<file path="config.mk">
export PLATFORM = sky130hd
export DESIGN_NAME = serial_pattern_detector
export DESIGN_NICKNAME = d
export VERILOG_FILES = /design/src/rtl/serial_pattern_detector.sv
export SDC_FILE = /design/constraint.sdc
export NUM_CORES = 1
export LEC_CHECK = 0
export ABC_CLOCK_PERIOD_IN_PS = 4400
export BUFFER_PORTS_ARGS = -buffer_cell sky130_fd_sc_hd__clkbuf_2
export CAP_MARGIN = 40
export CORE_MARGIN = 1
export CORE_UTILIZATION = 50
export DETAILED_ROUTE_END_ITERATION = 16
export GPL_TIMING_DRIVEN = 0
export MAX_ROUTING_LAYER = met4
export PLACE_DENSITY = 0.82
export SLEW_MARGIN = 25
export SYNTH_ARGS = -nofsm -noshare
export SYNTH_HDL_FRONTEND = slang
export SYNTH_SLANG_ARGS = --single-unit
</file>
<file path="constraint.sdc">
create_clock -name clk -period 4.4 [get_ports clk]
set_input_delay 0.44 -clock clk [delete_from_list [all_inputs] [get_ports clk]]
set_output_delay 0.44 -clock clk [all_outputs]
set_load 0.05 [all_outputs]
</file>
<file path="src/rtl/serial_pattern_detector.sv">
// Serial N-bit pattern detector with runtime-loadable pattern, saturating match count and overlap select.
// Registered match pulse one cycle after the completing bit; no backpressure, one qualified bit accepted per cycle.
module serial_pattern_detector #(
  parameter int             N           = 4,
  parameter int             OVERLAP     = 1,
  parameter int             CNT_W       = 8,
  parameter logic [N-1:0]   PATTERN_RST = N'(4'b1011)
) (
  input  logic                       clk,
  input  logic                       Reset_n,
  input  logic                       cfg_we,
  input  logic [N-1:0]               cfg_pattern,
  input  logic                       Din_valid,
  input  logic                       Din,
  output logic                       Dout,
  output logic [CNT_W-1:0]           match_count,
  output logic [N-1:0]               pattern,
  output logic [$clog2(N+1)-1:0]     fill
);

  localparam int             FW        = $clog2(N+1);
  localparam logic [FW-1:0]  FILL_FULL = FW'(N);

  typedef enum logic [1:0] {EMPTY, FILLING, ARMED} state_t;

  state_t            state;
  logic [N-1:0]      history;
  logic [N-1:0]      shifted;
  logic [N-1:0]      next_hist;
  logic [N-1:0]      next_pattern;
  logic [FW-1:0]     shifted_fill;
  logic [FW-1:0]     next_fill;
  logic [CNT_W-1:0]  next_count;
  logic              next_dout;
  logic              hit;

  // fill is the state register; the FSM view is decoded from it
  always_comb begin
    if (fill == '0)
      state = EMPTY;
    else if (fill == FILL_FULL)
      state = ARMED;
    else
      state = FILLING;
  end

  always_comb begin
    shifted      = {history[N-2:0], Din};
    shifted_fill = (state == ARMED) ? FILL_FULL : fill + FW'(1);
    hit          = 1'b0;
    next_hist    = history;
    next_fill    = fill;
    next_count   = match_count;
    next_pattern = pattern;
    next_dout    = 1'b0;
    if (cfg_we) begin
      // a bit arriving alongside a pattern load is dropped
      next_pattern = cfg_pattern;
      next_hist    = '0;
      next_fill    = '0;
      next_count   = '0;
    end else if (Din_valid) begin
      hit       = (shifted_fill == FILL_FULL) && (shifted == pattern);
      next_hist = shifted;
      next_fill = shifted_fill;
      if (hit) begin
        next_dout = 1'b1;
        if (match_count != '1)
          next_count = match_count + CNT_W'(1);
        if (OVERLAP == 0) begin
          next_hist = '0;
          next_fill = '0;
        end
      end
    end
  end

  always_ff @(posedge clk or negedge Reset_n) begin
    if (!Reset_n) begin
      pattern     <= PATTERN_RST;
      history     <= '0;
      fill        <= '0;
      match_count <= '0;
      Dout        <= 1'b0;
    end else begin
      pattern     <= next_pattern;
      history     <= next_hist;
      fill        <= next_fill;
      match_count <= next_count;
      Dout        <= next_dout;
    end
  end

endmodule

</file>
==> results of run 1 <==
-- worst paths after layout --
kind	slack, ns	from	end	cells after the start
min in group clk	0.37	cfg_pattern[2]	pattern[2]$_DFFE_PN0P_	2
max	2.33	fill[0]$_DFFE_PN0P_	match_count[0]$_DFFE_PN0P_	6
min	0.07	Reset_n	fill[2]$_DFFE_PN0P_	1
min reg2reg	0.57	pattern[2]$_DFFE_PN0P_	pattern[2]$_DFFE_PN0P_	1
max in group asynchronous	3.98	Reset_n	pattern[0]$_DFFE_PN1P_	1
max reg2reg	2.33	fill[0]$_DFFE_PN0P_	match_count[0]$_DFFE_PN0P_	6
-- placed cells by master, fill, tap and decap left out, types with 2 or more instances in the layout --
cell                       count
sky130_fd_sc_hd__nor2_1       12
sky130_fd_sc_hd__clkbuf_4      3
sky130_fd_sc_hd__and4b_1       2
sky130_fd_sc_hd__clkbuf_2     23
sky130_fd_sc_hd__o21ai_0       2
sky130_fd_sc_hd__nand2b_1      2
sky130_fd_sc_hd__xnor2_1       4
sky130_fd_sc_hd__mux2i_1       5
sky130_fd_sc_hd__a21oi_1       3
sky130_fd_sc_hd__nand2_1       3
sky130_fd_sc_hd__dfstp_2       3
sky130_fd_sc_hd__dfrtp_1      16
sky130_fd_sc_hd__nor4_1        2
sky130_fd_sc_hd__ha_1          3
sky130_fd_sc_hd__nand4_1       2
sky130_fd_sc_hd__or4_1         2
sky130_fd_sc_hd__nand3_1       4
sky130_fd_sc_hd__inv_1         2
sky130_fd_sc_hd__nor2b_1       5
sky130_fd_sc_hd__o31ai_1       2
sky130_fd_sc_hd__mux2_2        9
sky130_fd_sc_hd__nor3_1        3
-- report_power, final --
part | total (mW) | switching [mW] | internal (mW)
logic | 0.0600 | 0.0399 | 0.0201
registers | 0.189 | 0.00597 | 0.183
clock network | 0.0884 | 0.0546 | 0.0338
total | 0.337 | 0.100 | 0.237
-- final cells by class --
| class | instances | area share [%] |
|---|---|---|
| clock buffers | 3 | 1.85 |
| well taps | 27 | 2.77 |
| repair buffers | 23 | 9.45 |
| flip-flops and latches | 19 | 39.3 |
| multi-input cells | 75 | 44.4 |
| plain buffers | 3 | 1.23 |
| inverters | 2 | 0.616 |
| clock inverters | 1 | 0.411 |
-- logic make-up after synthesis --
kind of cell,Yosys count
buffers and inverters,5
adders and majority gates,3
and+or+nand+nor,41
DFF,19
xor gates and xnor gates,5
muxes,14
AOI/OAI and AO/OA,12
-- critical path: cells and delay by family (launching register included) --
family | cells | cell delay (ns)
buf+inv | 1 | 0.08
compound gates | 1 | 0.10
fa+ha+maj | 1 | 0.32
flops | 1 | 0.41
simple gates | 2 | 0.68
mux | 1 | 0.38
-- registers in the layout, indices dropped and copies added (netlist names) --
name	count
Dout	1
fill	3
history	3
match_count	8
pattern	4
-- metal layers --
metal	wire [um]	vias to the layer above
met4	21	0
met5	0	-
li1	-	410
met2	1030	31
met3	75	2
met1	907	409
==> impl_metrics.prom, run 1 <==
# TYPE chip_impl_metric gauge
chip_impl_metric{name="synth_compound_gate_area_share",unit="%"} 7.68
chip_impl_metric{name="die_area",unit="um2"} 2270
chip_impl_metric{name="die_x",unit="um"} 47.7
chip_impl_info{name="netlist_top_cells_count",value="sky130_fd_sc_hd__dfrtp_1 (16), sky130_fd_sc_hd__nor2_1 (12), sky130_fd_sc_hd__mux2_2 (9), sky130_fd_sc_hd__mux2i_1 (5), sky130_fd_sc_hd__nor2b_1 (5)"} 1
chip_impl_metric{name="first_global_vias",unit=""} 688
chip_impl_info{name="synthMostInstantiatedCell",value="sky130_fd_sc_hd__dfrtp_1"} 1
chip_impl_metric{name="post_cts_resize_count",unit=""} 0
chip_impl_metric{name="initial_utilization",unit="%"} 53.1
chip_impl_metric{name="tns",unit="ns"} 0
chip_impl_metric{name="place_inst",unit=""} 149
chip_impl_metric{name="post_synth.cell_area_avg",unit="um2"} 10.5
chip_impl_metric{name="worst_ep_arrival_time",unit="ns"} 2.26
chip_impl_metric{name="postLayoutSetupSlackWorst",unit="ns"} 2.33
chip_impl_metric{name="antenna_found_initial",unit=""} 0
chip_impl_info{name="tritoncts",value="built"} 1
chip_impl_metric{name="wl_per_cell",unit="um"} 13.3
chip_impl_metric{name="postCtsSetupBuffers",unit=""} 0
chip_impl_metric{name="multi_input_comb_area",unit="um2"} 541
chip_impl_metric{name="post-layout-total-power",unit="mW"} 0.337
chip_impl_metric{name="cts-buffers-inserted",unit=""} 3
chip_impl_metric{name="global_route_wire_length_before_repair",unit="um"} 3180
chip_impl_metric{name="synth_largest_type_area_fraction",unit="%"} 38.4
chip_impl_metric{name="finClkSkew",unit="ns"} 0.00430
chip_impl_metric{name="power_density",unit="nW/um2"} 277
chip_impl_info{name="critPathCaptureType",value="flip-flop"} 1
chip_impl_metric{name="synth_enable_flop_cells",unit=""} 0
chip_impl_metric{name="critical-path-max-stage-delay",unit="ns"} 0.41
chip_impl_metric{name="gr-usage-met3",unit="%"} 3.40
chip_impl_metric{name="pre_cts_ws",unit="ns"} 2.37
chip_impl_metric{name="sequential_to_total_area_share_from_yosys_stat",unit="%"} 46.0
chip_impl_metric{name="design.core.area",unit="um2"} 1960
chip_impl_info{name="min_path_type",value="in2async"} 1
chip_impl_metric{name="cts_sinks",unit=""} 19
chip_impl_metric{name="ys_warn_count",unit=""} 0
chip_impl_metric{name="cellLeakagePower",unit="nW"} 0.573
chip_impl_info{name="timing.critical_path.cells",value="inv_1, ha_1, and4b_1, a21oi_2, nor3_1, mux2_2"} 1
chip_impl_metric{name="postRouteWirelength",unit="um"} 2030
chip_impl_metric{name="cts_hold_buffers",unit=""} 0
chip_impl_metric{name="worst_skew_pair.late_latency",unit="ns"} 0.30
chip_impl_metric{name="synthCells",unit=""} 99
chip_impl_info{name="startpoint_type",value="flip-flop"} 1
chip_impl_metric{name="timing_worst_slew_pin_value",unit="ns"} 0.500
chip_impl_metric{name="setup_viol_count_final",unit=""} 0
chip_impl_info{name="largest_family_of_logic_cells_by_synthesized_area",value="simple AND/OR/NAND/NOR gates"} 1
chip_impl_metric{name="dpl_cell_area",unit="um2"} 1190
chip_impl_metric{name="antenna_cells",unit=""} 0
chip_impl_metric{name="area.growth.synth_to_final",unit="%"} 16.9
chip_impl_metric{name="die_h",unit="um"} 47.7
chip_impl_info{name="cell_with_the_biggest_individual_delay_on_the_critical_path",value="sky130_fd_sc_hd__dfrtp_1"} 1
chip_impl_info{name="post-synth-top-area-cell",value="sky130_fd_sc_hd__dfrtp_1"} 1
chip_impl_metric{name="vdd_ir_drop_max",unit="uV"} 166
chip_impl_metric{name="finalNetCount",unit=""} 139
chip_impl_metric{name="synth.net_count",unit=""} 111
chip_impl_metric{name="mappedNetlistArea",unit="um2"} 1040
chip_impl_metric{name="fmax",unit="MHz"} 482
chip_impl_metric{name="final-hold-violation-count",unit=""} 0
chip_impl_info{name="postSynth.topFlopCell",value="sky130_fd_sc_hd__dfrtp_1"} 1
chip_impl_info{name="synthTopCellsByArea",value="sky130_fd_sc_hd__dfrtp_1 (38%), sky130_fd_sc_hd__mux2_2 (9.7%), sky130_fd_sc_hd__dfstp_2 (7.6%), sky130_fd_sc_hd__mux2i_1 (4.8%), sky130_fd_sc_hd__nor2_1 (4.3%)"} 1
chip_impl_metric{name="global_route.usage.met2",unit="%"} 31.5
chip_impl_metric{name="ys_ff_latch",unit=""} 19
chip_impl_metric{name="first_pass_iters",unit=""} 4
chip_impl_metric{name="regArea",unit="um2"} 479
chip_impl_metric{name="synth_xor_xnor_area_share",unit="%"} 4.20
chip_impl_metric{name="fill_cells",unit=""} 173
chip_impl_info{name="run_status",value="finished, final reports clean"} 1
chip_impl_metric{name="fin_worst_hold_slack",unit="ns"} 0.0675
chip_impl_info{name="cts_root_buffer",value="sky130_fd_sc_hd__clkbuf_4"} 1
chip_impl_metric{name="final_global_route_overflow_total",unit=""} 0
chip_impl_metric{name="globalRouteMet1Util",unit="%"} 28.7
chip_impl_metric{name="async_reset_ff_share",unit="%"} 100
chip_impl_metric{name="number_of_levels_the_h_tree_was_split_into",unit=""} 1
chip_impl_metric{name="route.detailed.drc",unit=""} 0
chip_impl_metric{name="grtUsageTotal",unit="%"} 21.1
chip_impl_info{name="worst-setup-path-type",value="reg2reg"} 1
chip_impl_metric{name="post_synth_fa_ha_maj_area_fraction",unit="%"} 3.60
chip_impl_metric{name="drt-vias-per-instance",unit=""} 5.57
chip_impl_metric{name="ant_nets",unit=""} 0
chip_impl_metric{name="tightest_slew_margin_relative_to_the_limit",unit="%"} 66.7
chip_impl_metric{name="final_layout_size_suffix_gt1_share",unit="%"} 33.3
chip_impl_metric{name="clock_transition_at_path_regs",unit="ns"} 0.11
chip_impl_metric{name="cp_max_fo",unit=""} 9
chip_impl_info{name="rsz_0062_raised_after_global_routing",value="no"} 1
chip_impl_metric{name="final_cell_area",unit="um2"} 1220
chip_impl_metric{name="maximum_count_of_clock_buffers_along_a_single_path",unit=""} 2
chip_impl_info{name="top_usage_layer",value="met2"} 1
chip_impl_metric{name="max-cap-violations",unit=""} 0
chip_impl_metric{name="final_min_period_over_clock_period",unit="%"} 47.1
chip_impl_metric{name="boundaryPins",unit=""} 25
chip_impl_metric{name="synthSimpleGateAreaFrac",unit="%"} 21.8
chip_impl_metric{name="post-route-util",unit="%"} 62.1
chip_impl_metric{name="detail_route.iter0.violations",unit=""} 17
chip_impl_metric{name="stdcell_count",unit=""} 153
chip_impl_metric{name="final_max_slew_viol_count",unit=""} 0
chip_impl_metric{name="row_count",unit=""} 16
chip_impl_metric{name="yosysUniqueCellTypes",unit=""} 33
chip_impl_metric{name="worst-endpoint-required",unit="ns"} 4.59
chip_impl_metric{name="io_buffer_count",unit=""} 23
chip_impl_metric{name="dr_total_vias",unit=""} 852
chip_impl_metric{name="globalplace.congestion",unit=""} 0.942
chip_impl_metric{name="shortest_clock_period_the_worst_path_allows_after_layout",unit="ns"} 2.07
chip_impl_metric{name="portion_of_netlist_area_occupied_by_mux_cells",unit="%"} 14.5
chip_impl_metric{name="grt_start_max_net_pins",unit=""} 20
Note: power is estimated with default switching activity, not from simulation.
==> inputs of run 2 (changes only) <==
--- a/config.mk
+++ b/config.mk
@@ -5,7 +5,7 @@
 export SDC_FILE = /design/constraint.sdc
 export NUM_CORES = 1
 export LEC_CHECK = 0
-export ABC_CLOCK_PERIOD_IN_PS = 4400
+export ABC_CLOCK_PERIOD_IN_PS = 2000
 export BUFFER_PORTS_ARGS = -buffer_cell sky130_fd_sc_hd__clkbuf_2
 export CAP_MARGIN = 40
 export CORE_MARGIN = 1
==> constraint.sdc (replaced) <==
create_clock -name clk -period 2 [get_ports clk]
set_input_delay 0.2 -clock clk [delete_from_list [all_inputs] [get_ports clk]]
set_output_delay 0.2 -clock clk [all_outputs]
set_load 0.05 [all_outputs]
==> run 2 against run 1 <==
Clock skew up 0.0070 ns. Critical endpoint is now match_count[3]$_DFFE_PN0P_. Critical path depth unchanged. Power grew 130%. Critical path type unchanged. Via count increased by 0.12%. Register-to-register slack worse by 2.2 ns. Largest power group unchanged. Clock power is 130% higher.
==> impl_metrics.prom, run 2 (synthesis gave the netlist of run 1 again) <==
# TYPE chip_impl_metric gauge
chip_impl_info{name="worst-setup-path-type",value="reg2reg"} 1
chip_impl_metric{name="worst_ep_arrival_time",unit="ns"} 2.16
chip_impl_metric{name="first_global_vias",unit=""} 737
chip_impl_metric{name="die_x",unit="um"} 47.7
chip_impl_metric{name="postRouteWirelength",unit="um"} 2000
chip_impl_metric{name="grt_start_max_net_pins",unit=""} 20
chip_impl_metric{name="die_area",unit="um2"} 2270
chip_impl_metric{name="first_pass_iters",unit=""} 4
chip_impl_metric{name="setup_viol_count_final",unit=""} 0
chip_impl_metric{name="global_route.usage.met2",unit="%"} 32.1
chip_impl_info{name="tritoncts",value="built"} 1
chip_impl_metric{name="stdcell_count",unit=""} 156
chip_impl_metric{name="p_int",unit="mW"} 0.527
chip_impl_metric{name="initial_utilization",unit="%"} 53.1
chip_impl_info{name="layout_common_cells",value="sky130_fd_sc_hd__clkbuf_2 (23), sky130_fd_sc_hd__dfrtp_1 (14), sky130_fd_sc_hd__nor2_1 (12)"} 1
chip_impl_metric{name="wl_per_cell",unit="um"} 12.8
chip_impl_metric{name="timing.hold.worst_path_depth",unit=""} 2
chip_impl_info{name="biggestRegsByFlops",value="match_count (8), pattern (4)"} 1
chip_impl_metric{name="gr-usage-met3",unit="%"} 2.26
chip_impl_metric{name="antenna_found_initial",unit=""} 0
chip_impl_metric{name="finClkSkew",unit="ns"} 0.0113
chip_impl_metric{name="boundaryPins",unit=""} 25
chip_impl_info{name="top_usage_layer",value="met2"} 1
chip_impl_metric{name="vdd_ir_drop_max",unit="uV"} 440
chip_impl_metric{name="fmax",unit="MHz"} 521
chip_impl_metric{name="globalRouteMet1Util",unit="%"} 25.7
chip_impl_metric{name="timing.reg2reg.worst_path_depth",unit=""} 6
chip_impl_metric{name="detail_route.iter0.violations",unit=""} 14
chip_impl_metric{name="clock_transition_at_path_regs",unit="ns"} 0.12
chip_impl_metric{name="antenna_cells",unit=""} 0
chip_impl_metric{name="die_h",unit="um"} 47.7
chip_impl_metric{name="worst_skew_pair.late_latency",unit="ns"} 0.31
chip_impl_metric{name="final_global_route_overflow_total",unit=""} 0
chip_impl_metric{name="final_max_slew_viol_count",unit=""} 0
chip_impl_metric{name="worst-endpoint-required",unit="ns"} 2.24
chip_impl_info{name="mostFrequentLayoutCell",value="sky130_fd_sc_hd__clkbuf_2"} 1
chip_impl_metric{name="design.core.area",unit="um2"} 1960
chip_impl_metric{name="ant_nets",unit=""} 0
chip_impl_metric{name="power_density",unit="nW/um2"} 605
chip_impl_info{name="run_status",value="finished, final reports clean"} 1
chip_impl_metric{name="seq_power_share",unit="%"} 54.7
chip_impl_metric{name="dr_total_vias",unit=""} 853
chip_impl_metric{name="final_layout_size_suffix_gt1_share",unit="%"} 37.2
chip_impl_metric{name="timing_worst_slew_pin_value",unit="ns"} 0.471
chip_impl_metric{name="final-hold-violation-count",unit=""} 0
chip_impl_metric{name="cts_sinks",unit=""} 19
chip_impl_metric{name="place_inst",unit=""} 149
chip_impl_info{name="min_path_type",value="in2reg"} 1
chip_impl_metric{name="global_route_wire_length_before_repair",unit="um"} 3060
chip_impl_metric{name="final_min_period_over_clock_period",unit="%"} 96.0
chip_impl_metric{name="pwr-share-clk",unit="%"} 27.0
chip_impl_metric{name="area.growth.synth_to_final",unit="%"} 20.6
chip_impl_metric{name="number_of_flip_flops_under_the_largest_register_name",unit=""} 8
chip_impl_metric{name="number_of_levels_the_h_tree_was_split_into",unit=""} 1
chip_impl_info{name="critPathCaptureType",value="flip-flop"} 1
chip_impl_metric{name="io_buffer_count",unit=""} 23
chip_impl_metric{name="finalNetCount",unit=""} 142
chip_impl_metric{name="switching_power",unit="mW"} 0.234
chip_impl_metric{name="grtUsageTotal",unit="%"} 20.1
chip_impl_metric{name="dp.final_hpwl",unit="um"} 1470
chip_impl_info{name="most_flop_heavy_register",value="match_count"} 1
chip_impl_metric{name="cp_max_fo",unit=""} 9
chip_impl_info{name="startpoint_type",value="flip-flop"} 1
chip_impl_metric{name="route.detailed.drc",unit=""} 0
chip_impl_metric{name="drt-vias-per-instance",unit=""} 5.47
chip_impl_metric{name="cts-buffers-inserted",unit=""} 3
chip_impl_metric{name="post-layout-total-power",unit="mW"} 0.761
chip_impl_info{name="cts_root_buffer",value="sky130_fd_sc_hd__clkbuf_4"} 1
chip_impl_metric{name="net_switching_share_of_the_total_power",unit="%"} 30.8
chip_impl_metric{name="final_cell_area",unit="um2"} 1260
chip_impl_metric{name="cellLeakagePower",unit="nW"} 0.583
chip_impl_metric{name="max-cap-violations",unit=""} 0
chip_impl_metric{name="row_count",unit=""} 16
chip_impl_metric{name="pre_cts_ws",unit="ns"} 0.0760
chip_impl_metric{name="globalplace.congestion",unit=""} 0.957
chip_impl_metric{name="combinational_group_share_of_total_power",unit="%"} 18.2
chip_impl_metric{name="postLayoutSetupSlackWorst",unit="ns"} 0.0806
chip_impl_info{name="rsz_0062_raised_after_global_routing",value="yes"} 1
chip_impl_metric{name="dpl_cell_area",unit="um2"} 1200
chip_impl_metric{name="tightest_slew_margin_relative_to_the_limit",unit="%"} 68.6
chip_impl_metric{name="shortest_clock_period_the_worst_path_allows_after_layout",unit="ns"} 1.92
chip_impl_metric{name="maximum_count_of_clock_buffers_along_a_single_path",unit=""} 2
run 2: worst paths after layout:
path	slack, ns	startpoint	endpoint
worst max-delay path	0.08	fill[0]$_DFFE_PN0P_	match_count[3]$_DFFE_PN0P_
worst min-delay path	0.11	cfg_pattern[1]	pattern[1]$_DFFE_PN1P_
worst max register to register	0.08	fill[0]$_DFFE_PN0P_	match_count[3]$_DFFE_PN0P_
worst min register to register	0.58	fill[1]$_DFFE_PN0P_	fill[1]$_DFFE_PN0P_
max in group asynchronous	1.29	Reset_n	fill[1]$_DFFE_PN0P_
min in group asynchronous	0.35	Reset_n	match_count[6]$_DFFE_PN0P_
run 2: metal layers:
layer | wire length (um) | part of all wire (%) | vias to the layer above
li1 | - | - | 419
met1 | 955 | 48 | 404
met2 | 936 | 47 | 26
met3 | 74 | 3.7 | 4
met4 | 38 | 1.9 | 0
met5 | 0 | 0 | -
run 2: critical path: stages (launching register included):
cell and delay [ns]:
sky130_fd_sc_hd__dfrtp_2 0.44, sky130_fd_sc_hd__inv_1 0.09, sky130_fd_sc_hd__ha_1 0.25, sky130_fd_sc_hd__and4b_1 0.30
sky130_fd_sc_hd__a21oi_2 0.10, sky130_fd_sc_hd__or4_1 0.52, sky130_fd_sc_hd__a21oi_1 0.16
run 2: power by group through the flow:
stage	combinational [mW]	clock (mW)	sequential (mW)
after floorplan	0.0549	0	0.463
after global routing	0.149	0.217	0.419
final	0.139	0.206	0.417
after detailed placement	0.133	0	0.424
after CTS	0.135	0.205	0.417
after global placement	0.129	0	0.423
run 2: cell type report:
type / instances / area, um2
well taps: 27 / 33.8
repair buffers: 26 / 140
flip-flops and latches: 19 / 482
clock inverters: 1 / 5.00
multi-input cells: 75 / 552
plain buffers: 3 / 15.0
inverters: 2 / 7.51
fillers: 178 / 704
clock buffers: 3 / 22.5
run 2: repair_timing:
action | 4_1_cts | 5_1_grt
endpoints found under the setup margin | 0 | 4
hold endpoints to repair | 16 | 0
hold buffers | 1 | 0
setup buffers | 0 | 2
gates resized for setup | 0 | 1
run 2: per-stage QoR:
step	TNS (ns)	hold WS, ns	utilization (%)
2_1_floorplan	0	-0.0956	-
3_3_place_gp	0	0.173	61.1
3_5_place_dp	0	0.178	61.1
4_1_cts	0	0.112	63.0
5_1_grt	-0.00341	0.112	64.1
6_report	0	0.110	64.1
